$ cat src/rtl/green_centroid_tracker_if.sv
// Pixel stream in, per-frame centroid report out, between the VGA pixel path
// and the green-marker centroid tracker.
interface green_centroid_tracker_if;
  logic        iDE;
  logic        iVS;
  logic [7:0]  iRed;
  logic [7:0]  iGreen;
  logic [7:0]  iBlue;
  logic [9:0]  oX;
  logic [8:0]  oY;
  logic [18:0] oCount;
  logic        oFound;
  logic        oValid;

  modport master (
    output iDE, iVS, iRed, iGreen, iBlue,
    input  oX, oY, oCount, oFound, oValid
  );

  modport slave (
    input  iDE, iVS, iRed, iGreen, iBlue,
    output oX, oY, oCount, oFound, oValid
  );
endinterface

$ cat src/rtl/green_centroid_tracker.sv
// Classifies green marker pixels, accumulates coordinate sums per frame and
// divides them during vertical blanking to publish a cursor position.
module green_centroid_tracker #(
  parameter int          H_ACTIVE  = 640,
  parameter int          V_ACTIVE  = 480,
  parameter logic [7:0]  G_MIN     = 8'd128,
  parameter logic [7:0]  G_MARGIN  = 8'd32,
  parameter int          MIN_COUNT = 64
) (
  input  logic                      iCLK,
  input  logic                      iRST_N,
  green_centroid_tracker_if.slave   bus
);

  typedef enum logic [1:0] {ACCUM, DIV_X, DIV_Y, PUBLISH} state_t;

  state_t      state;
  logic [9:0]  x_cnt;
  logic [8:0]  y_cnt;
  logic        vs_d1, vs_d2;
  logic        mark_q;
  logic [9:0]  x_q;
  logic [8:0]  y_q;
  logic [27:0] sum_x, sum_y;
  logic [18:0] cnt;
  logic [27:0] quo, op_y;
  logic [18:0] rem, op_cnt;
  logic [4:0]  bit_cnt;
  logic [9:0]  res_x, x_out;
  logic [8:0]  res_y, y_out;
  logic [18:0] count_out;
  logic        found_out, valid_out;

  logic        boundary;
  logic        is_marker;
  logic [8:0]  r_lim, b_lim;
  logic [19:0] rem_sh;
  logic        take;
  logic [18:0] rem_nx;
  logic [27:0] quo_nx;

  assign boundary = vs_d2 & ~vs_d1;

  // Margins are added in 9 bits so a bright red/blue can never wrap into a pass.
  assign r_lim     = {1'b0, bus.iRed}  + {1'b0, G_MARGIN};
  assign b_lim     = {1'b0, bus.iBlue} + {1'b0, G_MARGIN};
  assign is_marker = bus.iDE && (bus.iGreen >= G_MIN) &&
                     ({1'b0, bus.iGreen} >= r_lim) && ({1'b0, bus.iGreen} >= b_lim);

  // One restoring-division step: remainder stays below the 19-bit divisor.
  // NOTE: every always_comb output gets a default first so no latch is inferred.
  always_comb begin
    rem_sh = {rem, quo[27]};
    take   = rem_sh >= {1'b0, op_cnt};
    rem_nx = rem_sh[18:0];
    if (take) rem_nx = 19'(rem_sh - {1'b0, op_cnt});
    quo_nx = {quo[26:0], take};
  end

  function automatic logic [9:0] clamp_x(input logic [27:0] q);
    return (q > 28'(H_ACTIVE - 1)) ? 10'(H_ACTIVE - 1) : q[9:0];
  endfunction

  function automatic logic [8:0] clamp_y(input logic [27:0] q);
    return (q > 28'(V_ACTIVE - 1)) ? 9'(V_ACTIVE - 1) : q[8:0];
  endfunction

  // Pixel pipeline: position counters, classification stage, accumulators.
  // NOTE: sequential state uses non-blocking assignments so all registers
  // update together from the pre-edge values.
  always_ff @(posedge iCLK or negedge iRST_N) begin
    if (!iRST_N) begin
      x_cnt  <= '0;
      y_cnt  <= '0;
      vs_d1  <= 1'b0;
      vs_d2  <= 1'b0;
      mark_q <= 1'b0;
      x_q    <= '0;
      y_q    <= '0;
      sum_x  <= '0;
      sum_y  <= '0;
      cnt    <= '0;
    end else begin
      vs_d1  <= bus.iVS;
      vs_d2  <= vs_d1;
      mark_q <= is_marker;
      x_q    <= x_cnt;
      y_q    <= y_cnt;
      if (boundary) begin
        x_cnt <= '0;
        y_cnt <= '0;
        // A pixel leaving stage 2 on this edge opens the new frame.
        sum_x <= mark_q ? 28'(x_q) : '0;
        sum_y <= mark_q ? 28'(y_q) : '0;
        cnt   <= mark_q ? 19'd1 : '0;
      end else begin
        if (bus.iDE) begin
          if (x_cnt == 10'(H_ACTIVE - 1)) begin
            x_cnt <= '0;
            if (y_cnt != 9'(V_ACTIVE - 1)) y_cnt <= y_cnt + 9'd1;
          end else begin
            x_cnt <= x_cnt + 10'd1;
          end
        end
        if (mark_q) begin
          sum_x <= sum_x + 28'(x_q);
          sum_y <= sum_y + 28'(y_q);
          if (cnt != '1) cnt <= cnt + 19'd1;
        end
      end
    end
  end

  // Frame controller: snapshot at the boundary, two 28-step divides, publish.
  always_ff @(posedge iCLK or negedge iRST_N) begin
    if (!iRST_N) begin
      state     <= ACCUM;
      quo       <= '0;
      rem       <= '0;
      op_y      <= '0;
      op_cnt    <= '0;
      bit_cnt   <= '0;
      res_x     <= '0;
      res_y     <= '0;
      x_out     <= 10'(H_ACTIVE / 2);
      y_out     <= 9'(V_ACTIVE / 2);
      count_out <= '0;
      found_out <= 1'b0;
      valid_out <= 1'b0;
    end else begin
      valid_out <= 1'b0;
      case (state)
        ACCUM: begin
          if (boundary) begin
            quo     <= sum_x;
            op_y    <= sum_y;
            op_cnt  <= cnt;
            rem     <= '0;
            bit_cnt <= '0;
            state   <= (cnt >= 19'(MIN_COUNT)) ? DIV_X : PUBLISH;
          end
        end
        DIV_X: begin
          quo     <= quo_nx;
          rem     <= rem_nx;
          bit_cnt <= bit_cnt + 5'd1;
          if (bit_cnt == 5'd27) begin
            res_x   <= clamp_x(quo_nx);
            quo     <= op_y;
            rem     <= '0;
            bit_cnt <= '0;
            state   <= DIV_Y;
          end
        end
        DIV_Y: begin
          quo     <= quo_nx;
          rem     <= rem_nx;
          bit_cnt <= bit_cnt + 5'd1;
          if (bit_cnt == 5'd27) begin
            res_y <= clamp_y(quo_nx);
            state <= PUBLISH;
          end
        end
        PUBLISH: begin
          valid_out <= 1'b1;
          count_out <= op_cnt;
          found_out <= op_cnt >= 19'(MIN_COUNT);
          if (op_cnt >= 19'(MIN_COUNT)) begin
            x_out <= res_x;
            y_out <= res_y;
          end
          state <= ACCUM;
        end
        default: state <= ACCUM;
      endcase
    end
  end

  assign bus.oX     = x_out;
  assign bus.oY     = y_out;
  assign bus.oCount = count_out;
  assign bus.oFound = found_out;
  assign bus.oValid = valid_out;

endmodule
$ cat src/flat_wrapper.sv
// flat-port wrapper written by rule: the top's interface ports become plain ports
module green_centroid_tracker_flat 
#(
  parameter int          H_ACTIVE  = 640,
  parameter int          V_ACTIVE  = 480,
  parameter logic [7:0]  G_MIN     = 8'd128,
  parameter logic [7:0]  G_MARGIN  = 8'd32,
  parameter int          MIN_COUNT = 64
)
  (iCLK, iRST_N, bus_iDE, bus_iVS, bus_iRed, bus_iGreen, bus_iBlue, bus_oX, bus_oY, bus_oCount, bus_oFound, bus_oValid);
  green_centroid_tracker_if bus_i ();
  input  logic iCLK;
  input  logic iRST_N;
  input wire logic [$bits(bus_i.iDE)-1:0] bus_iDE;
  input wire logic [$bits(bus_i.iVS)-1:0] bus_iVS;
  input wire logic [$bits(bus_i.iRed)-1:0] bus_iRed;
  input wire logic [$bits(bus_i.iGreen)-1:0] bus_iGreen;
  input wire logic [$bits(bus_i.iBlue)-1:0] bus_iBlue;
  output wire logic [$bits(bus_i.oX)-1:0] bus_oX;
  output wire logic [$bits(bus_i.oY)-1:0] bus_oY;
  output wire logic [$bits(bus_i.oCount)-1:0] bus_oCount;
  output wire logic [$bits(bus_i.oFound)-1:0] bus_oFound;
  output wire logic [$bits(bus_i.oValid)-1:0] bus_oValid;
  assign bus_i.iDE = bus_iDE;
  assign bus_i.iVS = bus_iVS;
  assign bus_i.iRed = bus_iRed;
  assign bus_i.iGreen = bus_iGreen;
  assign bus_i.iBlue = bus_iBlue;
  assign bus_oX = bus_i.oX;
  assign bus_oY = bus_i.oY;
  assign bus_oCount = bus_i.oCount;
  assign bus_oFound = bus_i.oFound;
  assign bus_oValid = bus_i.oValid;
  green_centroid_tracker #(.H_ACTIVE(H_ACTIVE), .V_ACTIVE(V_ACTIVE), .G_MIN(G_MIN), .G_MARGIN(G_MARGIN), .MIN_COUNT(MIN_COUNT)) u_core (.iCLK(iCLK), .iRST_N(iRST_N), .bus(bus_i));
endmodule
$ cat config.mk
export PLATFORM = sky130hd
export DESIGN_NAME = green_centroid_tracker_flat
export DESIGN_NICKNAME = d
export VERILOG_FILES = /design/src/rtl/green_centroid_tracker_if.sv /design/src/rtl/green_centroid_tracker.sv /design/src/flat_wrapper.sv
export SDC_FILE = /design/constraint.sdc
export NUM_CORES = 1
export LEC_CHECK = 0
export CAP_MARGIN = 20
export CORE_UTILIZATION = 26
export CTS_CLUSTER_SIZE = 30
export DETAILED_ROUTE_END_ITERATION = 8
export SYNTH_ARGS = -nofsm -noshare
export SYNTH_HDL_FRONTEND = slang
export SYNTH_SLANG_ARGS = --single-unit
$ cat constraint.sdc
create_clock -name iCLK -period 3.1 [get_ports iCLK]
set_clock_uncertainty 0.15 [all_clocks]
set_input_delay 0.31 -clock iCLK [delete_from_list [all_inputs] [get_ports iCLK]]
set_output_delay 0.31 -clock iCLK [all_outputs]
set_load 0.03 [all_outputs]
==> key figures, run 1 <==
Outcome
  • Status: finished clean

Placed design
  • Placer Congestion: between 0.8 and 0.9
  • Buffers added on ports: 67
  • Cells after DPL: roughly 2.1k
  • DP HPWL: approximately 25000 um
  • Area after DPL: roughly 16000 sq um

Synth
  • Post-synthesis sequential area ratio: about half
  • Post-synthesis mux area share: 6.761%
  • Synthesized cell area: between 10000 and 15000 sq um
  • Largest family of logic cells by synthesized area: simple AND/OR/NAND/NOR gates
  • Cells after Synth: 1392
  • Syn. warnings: 0
  • Synth cell types: 82
  • Post-Synth Adder-Cell Area: under 10%
  • Compound-cell area share of the yosys netlist: between 10 and 15%
  • Asr flop ratio synth: 100.0%
  • Simple-Gate Fraction of Synth Area: about 16%
  • Main flop type after synthesis: dfrtp_1
  • Post-synth EDFFs: 0
  • Post-synth net total: around 1.5k
  • Synth Register Bits: ~280
  • XOR/XNOR share of the synthesized area: roughly 4.9%
  • Mean area per synthesized cell: between 10 and 15 sq um

Pwr
  • Leak: ~7.7 nW
  • Final Power: 11.52 mW
  • Power per cell area: 675.4 nW/um^2
  • Worst vdd ir: 0.4598 mV

CTS
  • CTS buffer count: 31
  • # clock sinks: between 200 and 300
  • CTS tree: yes
  • CTS max path bufs: 3
  • Setup Buffers After CTS: 0
  • Clk_lat worst skew: 0.55 ns
  • # H-tree levels: 1
  • Clock slew at reported path FFs: 0.06 ns
  • Clk root buf: clkbuf_16

GRT
  • GR Util met3: ~1.6%
  • Met2 Resource Use GR: 20.07%
  • Initial antenna violation count: 1
  • Global routing met1 resource utilization: between 10% and 20%
  • Grt total ovfl: 0
  • Vias in the first global route: roughly 11k
  • Largest net degree at the start of global routing: slightly above 90
  • GRT Total Usage: between 10% and 20%
  • Top Usage Layer GRT: met2
  • First-pass GRT wire length: between 50000 and 60000 um

Hold path
  • Worst hold stages: 1
  • Tightest Hold Check Type: input pin to register
  • Hold EP: u_core.vs_d1
  • Worst Hold Launch: bus_iVS

Routing
  • 1st-pass router iterations: 5
  • Via-to-Cell Ratio: just under 5
  • Post-DR wirelength/cell: 15.77 um
  • Post-route ant nets: 0
  • Routed WL: approximately 34000 um
  • DR vias: 10.77k
  • Iteration-0 DRC Markers: approximately 620
  • DRC violation count after routing: 0

Final layout
  • Area Growth Syn to Fin: 18.77%
  • Design area: roughly 17000 sq um
  • Share of cells above drive strength 1: roughly 14%
  • Final net count: around 1.6k
  • Post-route insts no fill: about 2.2k
  • Final core occ: 31.45%
  • Fill cell count: around 5.5k

Timing
  • Max-slew headroom: about a third
  • Total negative slack: 0 ns
  • Pins over their slew limit: 0
  • Final worst path period need: 2.922 ns
  • Final hold violations: 0
  • Final setup vio count: 0
  • Worst-Margin Slew: 0.9898 ns
  • Fin crit share: between 90 and 100%
  • RSZ-0062 raised after global routing: no
  • Peak Freq: roughly 340 MHz

Worst setup path
  • FF-to-FF path depth: 11
  • CP Data Arrival Time: 3.25 ns
  • Critical path class: register to register
  • Reg2reg setup slack: 0.18 ns
  • RR Endpoint: u_core.rem[18]
  • Worst-path fanout max: 4
  • Worst R2R Start: u_core.quo[27]
  • Critical path endpoint category: register
  • Crit start category: register
  • Worst EP required: between 3 and 4 ns

Job
  • Max-cap viol count: 0

Die
  • IO Pins: a little under 70
  • Starting Density: around a quarter
  • Die width: approximately 240 um
  • Die height: ~240 um
  • Die Area: 56180 sq um
  • # rows: 85
  • Core area: ~54000 sq um
[layout by cell type (no fill, tap or decap), drive strengths merged, types with 21 or more instances in the layout]
| cell | count |
|---|---|
| dfrtp | 270 |
| nand2 | 126 |
| o21ai | 109 |
| nor2 | 92 |
| mux2 | 80 |
| ha | 66 |
| clkdlybuf4s50 | 66 |
| inv | 64 |
| a21oi | 52 |
| nand3 | 50 |
| xor2 | 46 |
| and3 | 40 |
| clkbuf | 40 |
| buf | 36 |
| xnor2 | 34 |
| nor3 | 29 |
| a221oi | 28 |
| nand4 | 21 |
[cell families after synthesis]
kind of cell,count (synthesis)
flip-flops,276
multiplexers,87
XOR/XNOR,80
adder cells (fa/ha/maj),69
AND/OR/NAND/NOR,438
AO/OA/AOI/OAI,315
buffers and inverters,127
[per-layer routing]
layer	part of all wire (%)	routed length, um	vias to the layer above
met3	3.6	1250	53
met1	49	16790	5345
met2	45	15530	203
met5	0	0	-
met4	2.5	861	0
li1	-	-	5165
[worst max path at each step]
stage,slack (ns),to,cells past startpoint,start
finish,0.18,u_core.rem[18],11,u_core.quo[27]
detailed placement,0.09,u_core.rem[18],11,u_core.quo[27]
global placement,0.12,u_core.rem[18],11,u_core.quo[27]
CTS,0.09,u_core.rem[18],11,u_core.quo[27]
global route,0.05,u_core.sum_x[22],10,u_core.sum_x[0]
floorplan,0.34,u_core.rem[18],11,u_core.quo[27]
[worst max-delay path, stage by stage (launching register included)]
cell and delay, ns:
dfrtp_1 0.39, inv_1 0.07, ha_1 0.17, inv_1 0.06, fa_2 0.37, a211oi_2 0.25
o21ai_2 0.11, a311o_1 0.43, a211o_1 0.35, a221oi_2 0.27, o31ai_1 0.10, o21ai_1 0.13
[layout make-up]
| type | count | area [sq um] | share of cell area [%] |
|---|---|---|---|
| clock inverters | 15 | 260.3 | 1.526 |
| diodes | 1 | 2.502 | 0.01467 |
| repair buffers | 103 | 985.9 | 5.781 |
| multi-input cells | 989 | 6942 | 40.70 |
| inverters | 64 | 240.2 | 1.408 |
| clock buffers | 40 | 839.6 | 4.922 |
| well taps | 696 | 870.8 | 5.106 |
| flip-flops and latches | 276 | 6915 | 40.54 |
[stage by stage]
stage / hold slack, ns / worst slack [ns]
final: 0.07376 / 0.1777
after global routing: 0.06173 / 0.04718
after CTS: 0.06341 / 0.08748
after detailed placement: 0.2147 / 0.09192
after global placement: 0.2155 / 0.1216
after floorplan: -0.1356 / 0.3411
[cell usage after synthesis, types with 27 or more instances]
| cell type | n | share of area [%] |
|---|---|---|
| dfrtp_1 | 270 | 47 |
| nand2_1 | 126 | 3.3 |
| nor2_1 | 89 | 2.3 |
| mux2_2 | 80 | 6.3 |
| ha_1 | 66 | 5.8 |
| inv_1 | 61 | 1.6 |
| o21ai_1 | 56 | 2.0 |
| o21ai_0 | 52 | 1.8 |
| a21oi_1 | 50 | 1.7 |
| nand3_1 | 50 | 1.7 |
| clkbuf_1 | 48 | 1.3 |
| xor2_1 | 46 | 2.8 |
| and3_1 | 39 | 1.7 |
| xnor2_1 | 34 | 2.1 |
| a221oi_1 | 27 | 1.6 |
[sequential cells by signal, indices dropped and copies added (netlist names), 10 cells and up]
signal	cells
u_core.op_y	28
u_core.quo	28
u_core.sum_x	28
u_core.sum_y	28
u_core.bus.oCount	19
u_core.cnt	19
u_core.op_cnt	19
u_core.rem	19
u_core.bus.oX	10
u_core.res_x	10
u_core.x_cnt	10
u_core.x_q	10
[power breakdown]
group | internal (mW) | total [mW] | switching, mW | leakage, nW
registers | 3.76 | 3.93 | 0.168 | 3.81
logic | 1.33 | 3.63 | 2.30 | 3.32
clock network | 2.48 | 3.96 | 1.48 | 0.538
total | 7.58 | 11.5 | 3.94 | 7.66
[what timing repair did]
action,CTS,global route
hold buffers,1,0
resized for setup,0,2
hold endpoints to repair,82,0
endpoints found under the setup margin,0,2
No activity file was read; power rests on OpenSTA's default activity.
==> inputs of run 2 (changes only) <==
HOLD_SLACK_MARGIN = 0.12   (was not set)
==> key figures, run 2 (synthesis results as in run 1) <==
Placed design
  • Buffers added on ports: 67
  • DP HPWL: between 20000 and 25000 um
  • Dpl ws: about 0.092 ns
  • Cells after DPL: approximately 2.1k
  • Placer Congestion: about 0.85

Timing
  • Pins over their slew limit: 0
  • Final setup vio count: 0
  • Final hold violations: 0
  • Peak Freq: ~340 MHz
  • Final worst path period need: about 2.9 ns
  • Worst-Margin Slew: between 0.9 and 1 ns
  • Worst setup margin: 0.1747 ns
  • RSZ-0062 raised after global routing: no
  • Total negative slack: 0 ns
  • Fin crit share: between 90% and 100%
  • Max-slew headroom: between 30% and 40%

Worst setup path
  • Worst-path fanout max: 4
  • Reg2reg setup slack: 0.17 ns
  • Crit start category: register
  • CP Data Arrival Time: ~3.3 ns
  • Worst R2R Start: u_core.quo[27]
  • Crit path launch: u_core.quo[27]
  • Worst EP required: between 3 and 4 ns
  • Critical path class: register to register
  • Critical path endpoint category: register

Final layout
  • Share of cells above drive strength 1: 14.38%
  • Most frequent cells in the layout: dfrtp_1, nand2_1, nor2_1
  • Commonest non-fill, non-tap cell in the layout: dfrtp_1
  • Post-route insts no fill: around 2.2k
  • Fill cell count: around 5.5k
  • Area Growth Syn to Fin: 18.84%
  • Final net count: approximately 1.6k

Die
  • # rows: 85
  • Core area: 54240 sq um
  • Die Area: about 56000 sq um
  • Die width: about 240 um
  • Die height: approximately 240 um
  • IO Pins: between 60 and 70
  • Starting Density: 26.48%

Pwr
  • Sw power: approximately 4 mW
  • Logic pwr share: a little under a third
  • Flop pwr share: between 30 and 40%
  • Worst vdd ir: 0.4613 mV
  • Power per cell area: between 600 and 700 nW/um^2
  • Pint: approximately 7.6 mW
  • Clock share of power: approximately 34%
  • Leak: between 7 and 8 nW
  • Switching share of power: between 30% and 40%

CTS
  • # clock sinks: 276
  • Setup Buffers After CTS: 0
  • CTS max path bufs: 3
  • Clk root buf: clkbuf_16
  • CTS tree: yes
  • Clk_lat worst skew: 0.55 ns
  • Clock slew at reported path FFs: about 0.06 ns
  • # H-tree levels: 1
  • CTS buffer count: 31

GRT
  • Vias in the first global route: roughly 11k
  • Grt total ovfl: 0
  • GRT Total Usage: 12.51%
  • Initial antenna violation count: 1
  • Largest net degree at the start of global routing: 93
  • First-pass GRT wire length: between 50000 and 60000 um

Routing
  • DR vias: around 11k
  • DRC violation count after routing: 0
  • Via-to-Cell Ratio: roughly 4.9
  • Post-DR wirelength/cell: 15.74 um
  • 1st-pass router iterations: 6
  • Iteration-0 DRC Markers: about 650
  • Post-route ant nets: 0
  • Routed WL: about 34000 um

Hold path
  • Tightest Hold Check Type: input pin to async pin

Outcome
  • Status: finished clean

Job
  • Max-cap viol count: 0
[run 2: final cells by class]
type	instances	area [sq um]	area share [%]
clock buffers	40	839.6	4.919
repair buffers	104	996.0	5.836
clock inverters	15	260.3	1.525
diodes	1	2.502	0.01466
multi-input cells	989	6942	40.67
inverters	64	240.2	1.408
flip-flops and latches	276	6915	40.52
well taps	696	870.8	5.103
[run 2: what timing repair did]
action	CTS	global route
hold endpoints to repair	83	0
resized for setup	0	2
hold buffers	2	0
setup endpoints to repair	0	2
[run 2: worst max-delay path, stage by stage, from the launching register on]
cell and delay (ns):
dfrtp_1 0.39, inv_1 0.07, ha_1 0.17, inv_1 0.06
fa_2 0.37, a211oi_2 0.25, o21ai_2 0.11, a311o_1 0.43
a211o_1 0.35, a221oi_2 0.27, o31ai_1 0.10, o21ai_1 0.13
[run 2: stage by stage]
stage	hold slack [ns]	utilization [%]	power [mW]	cell area (sq um)
floorplan	-0.1356	-	6.602	14360
global placement	0.2155	29.39	7.564	15940
detailed placement	0.2147	29.39	7.610	15940
CTS	0.2289	31.45	11.60	17060
global route	0.2522	31.46	12.17	17060
finish	0.1708	31.46	11.52	17070
[run 2: final timing paths]
check                                             end  depth (start not counted)
worst max-delay path                   u_core.rem[18]                         11
worst min-delay path            u_core.bus.oCount[10]                          2
worst max register to register         u_core.rem[18]                         11
worst min register to register          u_core.y_q[8]                          0
max in group asynchronous            u_core.bus.oY[6]                          3
min in group iCLK                       u_core.y_q[8]                          0
[run 2: layer usage]
metal / wire, um / global-route usage, % / vias up
met5: 0 / 0 / -
met4: 894 / 3.483 / 0
met3: 1260 / 1.574 / 55
met2: 15520 / 20.07 / 207
met1: 16720 / 17.62 / 5325
li1: - / - / 5164
[run 2: power by group through the flow]
| stage | combinational [mW] | sequential, mW | clock, mW |
|---|---|---|---|
| final | 3.63 | 3.93 | 3.96 |
| after global routing | 4.03 | 3.95 | 4.19 |
| after CTS | 3.63 | 3.93 | 4.05 |
| after detailed placement | 3.62 | 3.99 | 0 |
| after global placement | 3.58 | 3.99 | 0 |
| after floorplan | 2.66 | 3.94 | 0 |
==> inputs of run 3 (changes only) <==
clock period = 3.65 ns   (was 3.1 ns; I/O delays follow)
==> key figures, run 3 (synthesis results as in run 1) <==
Pwr
  • Leak: around 7.6 nW
  • Worst vdd ir: 0.3849 mV
  • Power per cell area: 575.6 nW/um^2

Routing
  • 1st-pass router iterations: 5
  • DR vias: 10.74k
  • Via-to-Cell Ratio: about 5
  • Routed WL: 34980 um
  • DRC violation count after routing: 0
  • Post-route ant nets: 0
  • Post-DR wirelength/cell: around 16 um
  • Iteration-0 DRC Markers: 940

Timing
  • Max-slew headroom: a little over two fifths
  • RSZ-0062 raised after global routing: no
  • Final setup vio count: 0
  • Worst setup margin: 0.6946 ns
  • Worst-Margin Slew: 0.8633 ns
  • Total negative slack: 0 ns
  • Final worst path period need: 2.955 ns
  • Peak Freq: around 340 MHz
  • Final hold violations: 0
  • Fin crit share: about four fifths
  • Pins over their slew limit: 0

Final layout
  • Commonest non-fill, non-tap cell in the layout: dfrtp_1
  • Final net count: between 1.5k and 2k
  • Ant. Diodes: 0
  • FF/Latch Area: 6914 sq um
  • Share of cells above drive strength 1: around 14%
  • Most frequent cells in the layout: dfrtp_1, nand2_1, nor2_1
  • Fill cell count: between 5k and 6k
  • Area of the multi-input gates: 6939 sq um
  • Area Growth Syn to Fin: 18.38%

Die
  • Core area: about 54000 sq um
  • Starting Density: a little over a quarter
  • # rows: 85
  • Die height: around 240 um
  • Die width: around 240 um
  • IO Pins: 68
  • Die Area: 56180 sq um

CTS
  • CTS tree: yes
  • CTS buffer count: 31
  • CTS max path bufs: 3
  • Clk root buf: clkbuf_16
  • Clk_lat worst skew: ~0.58 ns
  • Setup Buffers After CTS: 0
  • # clock sinks: around 280
  • Clock slew at reported path FFs: 0.06 ns
  • # H-tree levels: 1

Worst setup path
  • Crit path launch: u_core.quo[27]
  • Critical path endpoint category: register
  • Worst R2R Start: u_core.quo[27]
  • Crit start category: register
  • Worst EP required: 4.00 ns
  • CP Data Arrival Time: approximately 3.3 ns
  • Worst-path fanout max: 4
  • FF-to-FF path depth: 11
  • Critical path class: register to register

GRT
  • Initial antenna violation count: 1
  • First-pass GRT wire length: 57950 um
  • Grt total ovfl: 0
  • Vias in the first global route: roughly 11k
  • Largest net degree at the start of global routing: 99
  • GRT Total Usage: around an eighth

Placed design
  • Buffers added on ports: between 60 and 70
  • DP HPWL: between 20000 and 25000 um
  • Placer Congestion: 0.8382
  • Dpl ws: ~0.67 ns

Hold path
  • Tightest Hold Check Type: input pin to async pin

Job
  • Max-cap viol count: 0

Outcome
  • Status: finished clean
[run 3: cell count changes in the layout (fill, tap and decap cells not counted), sizes merged]
cell / change
clkbuf: +6
dlygate4sd3: -1
buf: -12
clkinvlp: -1
diode: -1
bufinv: -2
[run 3: stage by stage]
step / cells / power [mW] / hold WS (ns) / instance area [sq um] / utilization [%]
global route: 2174 / 10.37 / 0.1538 / 17000 / 31.34
global placement: 2114 / 6.417 / 0.1802 / 15870 / 29.25
finish: 2174 / 9.785 / 0.1552 / 17000 / 31.34
floorplan: 1392 / 5.607 / -0.08059 / 14360 / -
CTS: 2174 / 9.865 / 0.1430 / 17000 / 31.34
detailed placement: 2115 / 6.456 / 0.1841 / 15880 / 29.28
[run 3: cell type report]
cell class	count	share of cell area, %
Clock buffer	46	5.365
Tap cell	696	5.122
Sequential cell	276	40.67
Inverter	64	1.413
Timing Repair Buffer	91	5.439
Clock inverter	12	1.178
Multi-Input combinational cell	989	40.82
[run 3: repair_timing]
action / CTS / global route
endpoints found under the hold margin: 203 / 0
gates resized for setup: 0 / 0
hold buffers: 1 / 0
[run 3: worst paths after layout]
check,endpoint,slack [ns]
worst max-delay path,u_core.rem[18],0.69
worst min-delay path,u_core.cnt[4],0.16
worst max register to register,u_core.rem[18],0.69
worst min register to register,u_core.y_q[8],0.23
max in group asynchronous,u_core.bus.oY[5],2.21
min in group iCLK,u_core.vs_d1,0.16
[run 3: routing by layer]
layer | vias up | part of all wire [%] | GRT usage [%]
li1 | 5152 | - | -
met3 | 46 | 4.8 | 1.924
met5 | - | 0.029 | 0
met2 | 233 | 43 | 19.19
met1 | 5302 | 50 | 18.35
met4 | 2 | 1.9 | 3.227
[run 3: report_power, final]
| part | internal [mW] | switching (mW) | leakage, nW |
|---|---|---|---|
| combinational | 1.12 | 1.96 | 3.27 |
| sequential | 3.19 | 0.143 | 3.81 |
| clock | 2.08 | 1.28 | 0.552 |
[run 3: critical path: stages, from the launching register on]
cell,delay [ns]
dfrtp_1,0.39
inv_1,0.06
ha_1,0.14
inv_1,0.06
fa_1,0.44
a211oi_2,0.26
o21ai_2,0.11
a311o_1,0.41
a211o_1,0.37
a221oi_2,0.25
o31ai_1,0.11
o21ai_1,0.13
